## src/rtl/life_row_engine.sv

```systemverilog
// life_row_engine
// Streaming next-generation engine for Life-like cellular automata. One frame
// of HEIGHT rows (WIDTH cells each) streams in over in_valid/in_ready, and the
// next generation streams out one row at a time over out_valid/out_ready.
// Birth/survive rules are programmable and latched at the start of each frame.
// The boundary is dead (WRAP=0) or toroidal (WRAP=1).
//
// Ports
//   clk, reset_n             clock (rising edge), asynchronous active-low reset
//   rule_birth[8:0]          bit n: dead cell with n live neighbours is born
//   rule_survive[8:0]        bit n: live cell with n live neighbours survives
//   in_valid/in_ready/in_row input row stream, rows 0..HEIGHT-1 in order
//   out_valid/out_ready      output row handshake
//   out_row/out_idx/out_last next-generation row, its index, end-of-frame flag
//   gen_count[15:0]          number of completed frames (wraps)
module life_row_engine #(
  parameter int WIDTH  = 64,
  parameter int HEIGHT = 48,
  parameter int WRAP   = 0
) (
  input  logic                      clk,
  input  logic                      reset_n,
  input  logic [8:0]                rule_birth,
  input  logic [8:0]                rule_survive,
  input  logic                      in_valid,
  output logic                      in_ready,
  input  logic [WIDTH-1:0]          in_row,
  output logic                      out_valid,
  input  logic                      out_ready,
  output logic [WIDTH-1:0]          out_row,
  output logic [$clog2(HEIGHT)-1:0] out_idx,
  output logic                      out_last,
  output logic [15:0]               gen_count
);

  localparam int IDX_W = $clog2(HEIGHT);
  localparam logic [IDX_W-1:0] LAST_ROW = IDX_W'(HEIGHT - 1);

  typedef enum logic [0:0] {
    FILL  = 1'b0,
    FLUSH = 1'b1
  } state_t;

  // Extend a row by one column on each side; ext[i+1] is column i, so ext[0]
  // is the left neighbour of column 0 and ext[WIDTH+1] the right neighbour of
  // column WIDTH-1.
  function automatic logic [WIDTH+1:0] pad_row(input logic [WIDTH-1:0] row);
    logic [WIDTH+1:0] ext;
    ext = {1'b0, row, 1'b0};
    if (WRAP != 0) begin
      ext[0]       = row[WIDTH-1];
      ext[WIDTH+1] = row[0];
    end else begin
      ext[0]       = 1'b0;
      ext[WIDTH+1] = 1'b0;
    end
    return ext;
  endfunction

  // Apply the birth/survive rule to every cell of the center row.
  function automatic logic [WIDTH-1:0] next_row(
    input logic [WIDTH-1:0] above,
    input logic [WIDTH-1:0] center,
    input logic [WIDTH-1:0] below,
    input logic [8:0]       birth,
    input logic [8:0]       survive
  );
    logic [WIDTH+1:0] ea;
    logic [WIDTH+1:0] ec;
    logic [WIDTH+1:0] eb;
    logic [WIDTH-1:0] res;
    logic [3:0]       n;
    ea  = pad_row(above);
    ec  = pad_row(center);
    eb  = pad_row(below);
    res = {WIDTH{1'b0}};
    for (int i = 0; i < WIDTH; i++) begin
      n = {3'b000, ea[i]} + {3'b000, ea[i+1]} + {3'b000, ea[i+2]}
        + {3'b000, ec[i]}                     + {3'b000, ec[i+2]}
        + {3'b000, eb[i]} + {3'b000, eb[i+1]} + {3'b000, eb[i+2]};
      res[i] = ec[i+1] ? survive[n] : birth[n];
    end
    return res;
  endfunction

  state_t           state_r;
  state_t           state_nxt_s;
  logic             flush_step_r;
  logic             flush_step_nxt_s;
  logic [IDX_W-1:0] row_cnt_r;
  logic [WIDTH-1:0] prev2_r;
  logic [WIDTH-1:0] prev1_r;
  logic [WIDTH-1:0] row0_r;
  logic [WIDTH-1:0] row1_r;
  logic [8:0]       birth_r;
  logic [8:0]       survive_r;

  logic             out_valid_r;
  logic [WIDTH-1:0] out_row_r;
  logic [IDX_W-1:0] out_idx_r;
  logic             out_last_r;
  logic [15:0]      gen_count_r;

  logic             out_free_s;
  logic             accept_s;
  logic             load_s;
  logic [WIDTH-1:0] above_s;
  logic [WIDTH-1:0] center_s;
  logic [WIDTH-1:0] below_s;
  logic [IDX_W-1:0] load_idx_s;
  logic             load_last_s;

  // The output register can take a new row when empty or being drained now.
  assign out_free_s = !out_valid_r || out_ready;
  // Gated by reset_n so the source sees no acceptance while reset is held.
  assign in_ready   = reset_n && (state_r == FILL) && out_free_s;
  assign accept_s   = in_valid && in_ready;

  assign out_valid  = out_valid_r;
  assign out_row    = out_row_r;
  assign out_idx    = out_idx_r;
  assign out_last   = out_last_r;
  assign gen_count  = gen_count_r;

  // Next-state logic and selection of the window feeding the output register.
  always_comb begin
    state_nxt_s      = state_r;
    flush_step_nxt_s = flush_step_r;
    load_s           = 1'b0;
    above_s          = {WIDTH{1'b0}};
    center_s         = {WIDTH{1'b0}};
    below_s          = {WIDTH{1'b0}};
    load_idx_s       = {IDX_W{1'b0}};
    load_last_s      = 1'b0;
    case (state_r)
      FILL: begin
        flush_step_nxt_s = 1'b0;
        if (accept_s) begin
          // Incoming row k completes the window for row k-1.
          center_s   = prev1_r;
          below_s    = in_row;
          load_idx_s = row_cnt_r - IDX_W'(1);
          if (row_cnt_r >= IDX_W'(2)) begin
            above_s = prev2_r;
          end else begin
            above_s = {WIDTH{1'b0}};
          end
          if (WRAP != 0) begin
            // Row 0 needs row HEIGHT-1 above it, so it is deferred to FLUSH.
            load_s = (row_cnt_r >= IDX_W'(2));
          end else begin
            load_s = (row_cnt_r != {IDX_W{1'b0}});
          end
          if (row_cnt_r == LAST_ROW) begin
            state_nxt_s = FLUSH;
          end else begin
            state_nxt_s = FILL;
          end
        end else begin
          state_nxt_s = FILL;
        end
      end
      FLUSH: begin
        if (out_free_s) begin
          load_s = 1'b1;
          if ((WRAP != 0) && flush_step_r) begin
            // Closing row 0: above is the last row, below is the saved row 1.
            above_s          = prev1_r;
            center_s         = row0_r;
            below_s          = row1_r;
            load_idx_s       = {IDX_W{1'b0}};
            load_last_s      = 1'b1;
            flush_step_nxt_s = 1'b0;
            state_nxt_s      = FILL;
          end else if (WRAP != 0) begin
            above_s          = prev2_r;
            center_s         = prev1_r;
            below_s          = row0_r;
            load_idx_s       = LAST_ROW;
            load_last_s      = 1'b0;
            flush_step_nxt_s = 1'b1;
            state_nxt_s      = FLUSH;
          end else begin
            above_s          = prev2_r;
            center_s         = prev1_r;
            below_s          = {WIDTH{1'b0}};
            load_idx_s       = LAST_ROW;
            load_last_s      = 1'b1;
            flush_step_nxt_s = 1'b0;
            state_nxt_s      = FILL;
          end
        end else begin
          state_nxt_s = FLUSH;
        end
      end
      default: begin
        state_nxt_s      = FILL;
        flush_step_nxt_s = 1'b0;
      end
    endcase
  end

  // FSM state, row window, saved wrap rows and latched rules.
  always_ff @(posedge clk or negedge reset_n) begin
    if (!reset_n) begin
      state_r      <= FILL;
      flush_step_r <= 1'b0;
      row_cnt_r    <= {IDX_W{1'b0}};
      prev2_r      <= {WIDTH{1'b0}};
      prev1_r      <= {WIDTH{1'b0}};
      row0_r       <= {WIDTH{1'b0}};
      row1_r       <= {WIDTH{1'b0}};
      birth_r      <= 9'h000;
      survive_r    <= 9'h000;
    end else begin
      state_r      <= state_nxt_s;
      flush_step_r <= flush_step_nxt_s;
      if (accept_s) begin
        prev2_r <= prev1_r;
        prev1_r <= in_row;
        if (row_cnt_r == {IDX_W{1'b0}}) begin
          row0_r    <= in_row;
          birth_r   <= rule_birth;
          survive_r <= rule_survive;
        end
        if (row_cnt_r == IDX_W'(1)) begin
          row1_r <= in_row;
        end
        if (row_cnt_r == LAST_ROW) begin
          row_cnt_r <= {IDX_W{1'b0}};
        end else begin
          row_cnt_r <= row_cnt_r + IDX_W'(1);
        end
      end
    end
  end

  // Output register: load beats drain so consume+load in one cycle keeps rate.
  always_ff @(posedge clk or negedge reset_n) begin
    if (!reset_n) begin
      out_valid_r <= 1'b0;
      out_row_r   <= {WIDTH{1'b0}};
      out_idx_r   <= {IDX_W{1'b0}};
      out_last_r  <= 1'b0;
    end else if (load_s) begin
      out_valid_r <= 1'b1;
      out_row_r   <= next_row(above_s, center_s, below_s, birth_r, survive_r);
      out_idx_r   <= load_idx_s;
      out_last_r  <= load_last_s;
    end else if (out_ready) begin
      out_valid_r <= 1'b0;
    end
  end

  // Frame counter advances when the final row of a frame is taken.
  always_ff @(posedge clk or negedge reset_n) begin
    if (!reset_n) begin
      gen_count_r <= 16'd0;
    end else if (out_valid_r && out_ready && out_last_r) begin
      gen_count_r <= gen_count_r + 16'd1;
    end
  end

endmodule

```

## config.mk

```make
export PLATFORM = sky130hd
export DESIGN_NAME = life_row_engine
export DESIGN_NICKNAME = d
export VERILOG_FILES = /design/src/rtl/life_row_engine.sv
export SDC_FILE = /design/constraint.sdc
export NUM_CORES = 2
export LEC_CHECK = 0
export BUFFER_PORTS_ARGS = -buffer_cell sky130_fd_sc_hd__buf_2
export CAP_MARGIN = 20
export CORE_ASPECT_RATIO = 0.75
export CORE_UTILIZATION = 35
export CTS_CLUSTER_DIAMETER = 40
export DETAILED_ROUTE_END_ITERATION = 8
export PLACE_DENSITY_LB_ADDON = 0.25
export SLEW_MARGIN = 25
export SYNTH_ARGS = -nofsm -noshare
export SYNTH_HDL_FRONTEND = slang
export SYNTH_SLANG_ARGS = --single-unit
```

## constraint.sdc

```tcl
create_clock -name clk -period 13.2 [get_ports clk]
set_input_delay 2.64 -clock clk [delete_from_list [all_inputs] [get_ports clk]]
set_output_delay 2.64 -clock clk [all_outputs]
set_load 0.01 [all_outputs]
```

### Word level (Yosys, flattened, before mapping)

Cells that the tools add are included.

* add/sub/neg operators: 451
* order comparisons: 65
* eq/ne operators: 1
* muxes and demuxes: 344
* bitwise gates (word level): 1
* reductions and logical operators: 11

Operator list (number)
* 4-bit by 1-bit adder with 4-bit output: 256
* 1-bit binary-select mux with 4-bit select: 128
* 64-bit 2-to-1 mux: 6
* 64-bit one-hot mux with 2 select lines: 3
* 4-bit by 5-bit less-than comparator with 1-bit output (second input constant): 64
* 3-bit by 1-bit adder with 4-bit output: 64
* 1-bit 2-to-1 mux: 201
* 2-bit by 1-bit adder with 3-bit output: 64
* 1-bit by 1-bit adder with 2-bit output: 64
* 6-bit 2-to-1 mux: 3
* 16-bit by 1-bit adder with 16-bit output (second input constant): 1
* 6-bit one-hot mux with 2 select lines: 1
* 6-bit by 1-bit adder with 6-bit output (second input constant): 1
* 6-bit == test (second input constant): 1
* 6-bit by 2-bit greater-or-equal comparator with 1-bit output (second input constant): 1
* 6-bit zero test: 1
* 6-bit nonzero test: 1
* 6-bit by 1-bit subtractor with 6-bit output (second input constant): 1
* 1-bit logical AND: 5
* 1-bit one-hot mux with 2 select lines: 2
* 2-bit AND reduction: 1
* 2-bit nonzero test: 1
* 1-bit zero test: 1
* 1-bit logical OR: 1
* 1-bit inverter: 1

* bits in registers: 241
* input port bits: 86
* logic and storage cells: 884

### Longest topological paths before layout

* depth after elaboration: 17
* gate-level depth with buffers: 20
* mapped depth without buffers: 18

### Least setup slack after synthesis

OpenSTA, ideal clock, no wires.

* kind: input port to flip-flop
* start point: in reset_n
* end point: reg out_row_r[41], in the netlist out_row[41]
* library setup time: 129 ps
* arrival: 7302 ps
* setup slack: 5769 ps
* cell stages on the path: 18
* path through: nor2b_1 -> nand3_1 -> o21ai_1 -> buf_2 -> buf_6 -> and2_4 -> inv_1 -> fa_1 -> fa_1 -> inv_1 -> fa_1 -> ha_1 -> fa_1 -> clkbuf_1 -> mux4_2 -> mux2_2 -> a32oi_1 -> a31oi_1

* cells in the longest elaborated chain, start to end: 15
* elaborated cells between the ends (all ways): 23
* classes of those cells: add/sub: 7; mux: 13; reduce/logical: 3

RTL lines
* start, declared: RTL line 22 `input logic reset_n,`
* 1-bit logical AND (*) (2 in a row): RTL line 116 `assign in_ready = reset_n && (state_r == FILL) && out_free_s;`
* 1-bit logical AND (*): RTL line 117 `assign accept_s = in_valid && in_ready;`
* 64-bit 2-to-1 mux: RTL line 138 `if (accept_s) begin`
* 64-bit one-hot mux with 2 select lines: RTL line 135 `case (state_r)`
* 1-bit by 1-bit adder with 2-bit output: RTL line 78 `n = {3'b000, ea[i]} + {3'b000, ea[i+1]} + {3'b000, ea[i+2]}`
* 2-bit by 1-bit adder with 3-bit output: RTL line 78
* 3-bit by 1-bit adder with 4-bit output: RTL line 79 `+ {3'b000, ec[i]} + {3'b000, ec[i+2]}`
* 4-bit by 1-bit adder with 4-bit output: RTL line 79
* 4-bit by 1-bit adder with 4-bit output (3 in a row): RTL line 80 `+ {3'b000, eb[i]} + {3'b000, eb[i+1]} + {3'b000, eb[i+2]};`
* 1-bit binary-select mux with 4-bit select: RTL line 81 `res[i] = ec[i+1] ? survive[n] : birth[n];`
* 1-bit 2-to-1 mux (implied by the code): RTL line 81
* 1-bit 2-to-1 mux: RTL line 81
* end signal, assigned: RTL line 242 `out_row_r <= {WIDTH{1'b0}};`
* end signal, assigned: RTL line 247 `out_row_r <= next_row(above_s, center_s, below_s, birth_r, survive_r);`
* end, declared: RTL line 99 `logic [WIDTH-1:0] out_row_r;`

Mark *: on every way between the ends. The rest lies on a longest branch, timed or not. The select of a mux whose other input is x is not followed.
A chain may end at the register's enable or synchronous reset.

### Final worst setup path

* start point: in reset_n
* end point: reg out_row_r[6], in the netlist out_row[6]

Same word-level chain as after synthesis.

==> qor.yml <==
synthesis:
  synth_cells: 3149
  ys.flop_type: "dfrtp_1"
  seq_area_frac_synth: 0.198
  synthDistinctLibCells: 63
  ys_warn_count: 0
  synth_edf_count: 0
  avgSynthCellArea_um2: 9.69
  syn-cell-area_um2: 30500
  synth_async_sr_flop_share: 1.00
  ys_ff_latch: 241
  synth_nets: 3680
clock_network:
  ctsResizeCount: 0
  postCtsSetupBuffers: 0
  ctsHtreeMaxLevel: 3
  cts_sinks: 241
  numCtsBuffers: 66
  clock_latency_ns: 0.61
  clockBufferDepth: 3
  ctsHoldBuffers: 0
  cts.clk_slew.worst_paths_ns: 0.05
  cts_tree: "done"
  cts_root_buffer: "clkbuf_16"
floorplanning:
  die_h_um: 258
  boundaryPins: 175
  dieArea_um2: 88300
  rows: 93
  die_w_um: 343
  initial_core_util: 0.354
  coreArea_um2: 86100
global_route:
  grt_antenna_before_repair: 0
  grt-ovfl-total: 0
  grt_pass1_wl_mm: 159
  grt_max_degree: 153
  first_global_vias: 24800
  grtUsageTotal: 0.235
power_and_ir_drop:
  p_per_area_nw_per_um2: 203
  power_leakage_nw: 17.7
  peakVddDrop_v: 0.000111
run_status:
  status: "finished clean"
job:
  cap_violations: 0
route:
  via_per_inst: 5.63
  drc: 0
  drt-total-wl_mm: 102
  wl_per_cell_um: 23.5
  drt_iter0_markers: 2042
  via_count: 24600
  first_pass_iters: 7
  postRouteAntennaNets: 0
place:
  dp_hpwl_mm: 64.0
  dpl_cell_area_um2: 32100
  routabilityCongestion: 0.806
  io_buffers: 174
cells_and_area:
  drive_gt1_frac: 0.196
  stdcell_area_um2: 34300
  final_util: 0.399
  fin_nets: 3700
  area_growth_pct: 12.6
  diodes: 0
critical_path:
  crit_path_end_kind: "flop"
  crit_path_end: "out_row[6]"
  crit_fanout: 59
  worstSetupStartpoint: "reset_n"
  critical_path_class: "in2reg"
  r2r_setup_slack_ns: 6.72
  cp.arrival_ns: 8.91
  rr_startpoint: "out_valid"
  required_ns: 13.64
  startpoint_type: "input pin"
  reg2regPathDepth: 17
  r2r-end: "out_row[6]"
sta:
  final-setup-viol-count: 0
  maxSlewHeadroom: 0.249
  rsz0062_at_grt: "false"
  finalCritPeriodShare: 0.642
  max_freq_mhz: 118
  drv_slew: 0
  final.setup.tns_ns: 0
  hold_viol: 0
  clock_skew_ns: 0.0293
  tightest_slew_ns: 1.13
  finalCriticalPeriod_ns: 8.47
hold_path:
  hold_path_class: "reg2reg"
[cell usage in the layout, fill, tap and decap left out, drive strengths merged, types with 26 or more instances in the layout]
cell / n
o21ai: 43
buf: 210
xor2: 61
clkbuf: 76
and3: 41
nor3: 63
a21o: 55
mux2: 62
dfrtp: 241
nand2: 513
fa: 251
and2: 72
mux4: 202
nor2: 89
a31oi: 95
o211ai: 31
xnor2: 26
ha: 194
inv: 395
a2111oi: 50
nand3: 74
nand4: 32
nor2b: 60
mux2i: 137
[metrics by stage]
step / std cells / setup WS, ns / hold slack, ns / power [mW]
after floorplan: 3149 / 5.77 / 0.437 / 4.07
after global placement: 4240 / 4.09 / 0.449 / 5.24
after detailed placement: 4240 / 4.11 / 0.454 / 5.27
after CTS: 4361 / 4.71 / 0.466 / 6.97
after global routing: 4362 / 4.25 / 0.477 / 7.39
final: 4362 / 4.73 / 0.462 / 6.96
[worst min path at each step]
stage	start	end	slack [ns]	depth (start not counted)
finish	prev2_r[15]	prev2_r[15]	0.46	2
detailed placement	prev2_r[24]	prev2_r[24]	0.45	2
floorplan	prev2_r[0]	prev2_r[0]	0.44	2
global placement	prev2_r[24]	prev2_r[24]	0.45	2
global route	prev2_r[50]	prev2_r[50]	0.48	2
CTS	prev2_r[24]	prev2_r[24]	0.47	2
[flip-flops by register name, summed over array words and instances, names as in the netlist]
| name | cells |
|---|---|
| out_row | 64 |
| prev1_r | 64 |
| prev2_r | 64 |
| gen_count | 16 |
| birth_r | 9 |
| survive_r | 9 |
| out_idx | 6 |
| row_cnt_r | 6 |
| out_last | 1 |
| out_valid | 1 |
| state_r | 1 |
[logic make-up (layout without fill, tap and decap cells)]
kind of cell,Yosys count,in the layout,synth area share
and+or+nand+nor,974,974,0.148
buffers and inverters,643,716,0.0834
AOI/OAI and AO/OA,358,358,0.0843
adders and majority gates,445,445,0.244
xor gates and xnor gates,87,87,0.0250
DFF,241,241,0.198
muxes,401,401,0.217
[power by group]
group          internal (mW)  total [mW]  switching [mW]
registers              0.970        1.36           0.387
clock network           1.08        1.65           0.573
logic                   1.81        3.95            2.15
[Yosys cell counts, types with 11 or more instances]
master / number / area, µm²
a2111oi_0: 50 / 438
a21o_1: 55 / 413
a21oi_1: 23 / 115
a31oi_1: 95 / 594
a32oi_1: 11 / 96.3
and2_1: 61 / 382
and2_4: 11 / 96.3
and3_1: 41 / 257
buf_1: 12 / 45.0
buf_2: 22 / 110
clkbuf_1: 207 / 777
dfrtp_1: 241 / 6030
fa_1: 251 / 5020
ha_1: 194 / 2430
inv_1: 384 / 1440
mux2_2: 61 / 687
mux2i_1: 137 / 1370
mux4_2: 199 / 4480
nand2_1: 512 / 1920
nand3_1: 74 / 370
nand4_1: 32 / 200
nor2_1: 89 / 334
nor2b_1: 60 / 375
nor3_1: 63 / 315
nor4b_1: 18 / 158
o211ai_1: 31 / 233
o21ai_0: 42 / 210
xnor2_1: 26 / 228
xor2_1: 61 / 534
[area by class of cell]
cell class	instances	area, µm²
Fill cell	8523	51800
Multi-Input combinational cell	2265	22000
Sequential cell	241	6050
Clock buffer	76	1780
Inverter	385	1450
Tap cell	1140	1430
Timing Repair Buffer	210	1180
Clock inverter	45	480
[worst max-delay path, cell delays in order]
cell	delay, ns
buf_8	0.38
nor2b_1	0.47
nand3_4	0.71
o21ai_4	0.39
buf_4	0.44
and2_1	0.22
inv_1	0.09
fa_1	0.48
fa_1	0.49
inv_1	0.05
fa_1	0.48
ha_1	0.24
fa_1	0.79
and2b_2	0.27
a2111oi_0	0.34
nor4_1	0.11
o22ai_1	0.17
a21oi_1	0.08
[routing by layer]
metal,vias to the layer above,track usage,share of wire
met1,12400,0.340,0.46
met5,-,0.00374,0
met3,140,0.0526,0.085
met2,1083,0.354,0.44
li1,11000,-,-
met4,0,0.0569,0.019
Power figures use the tool's default switching activity.
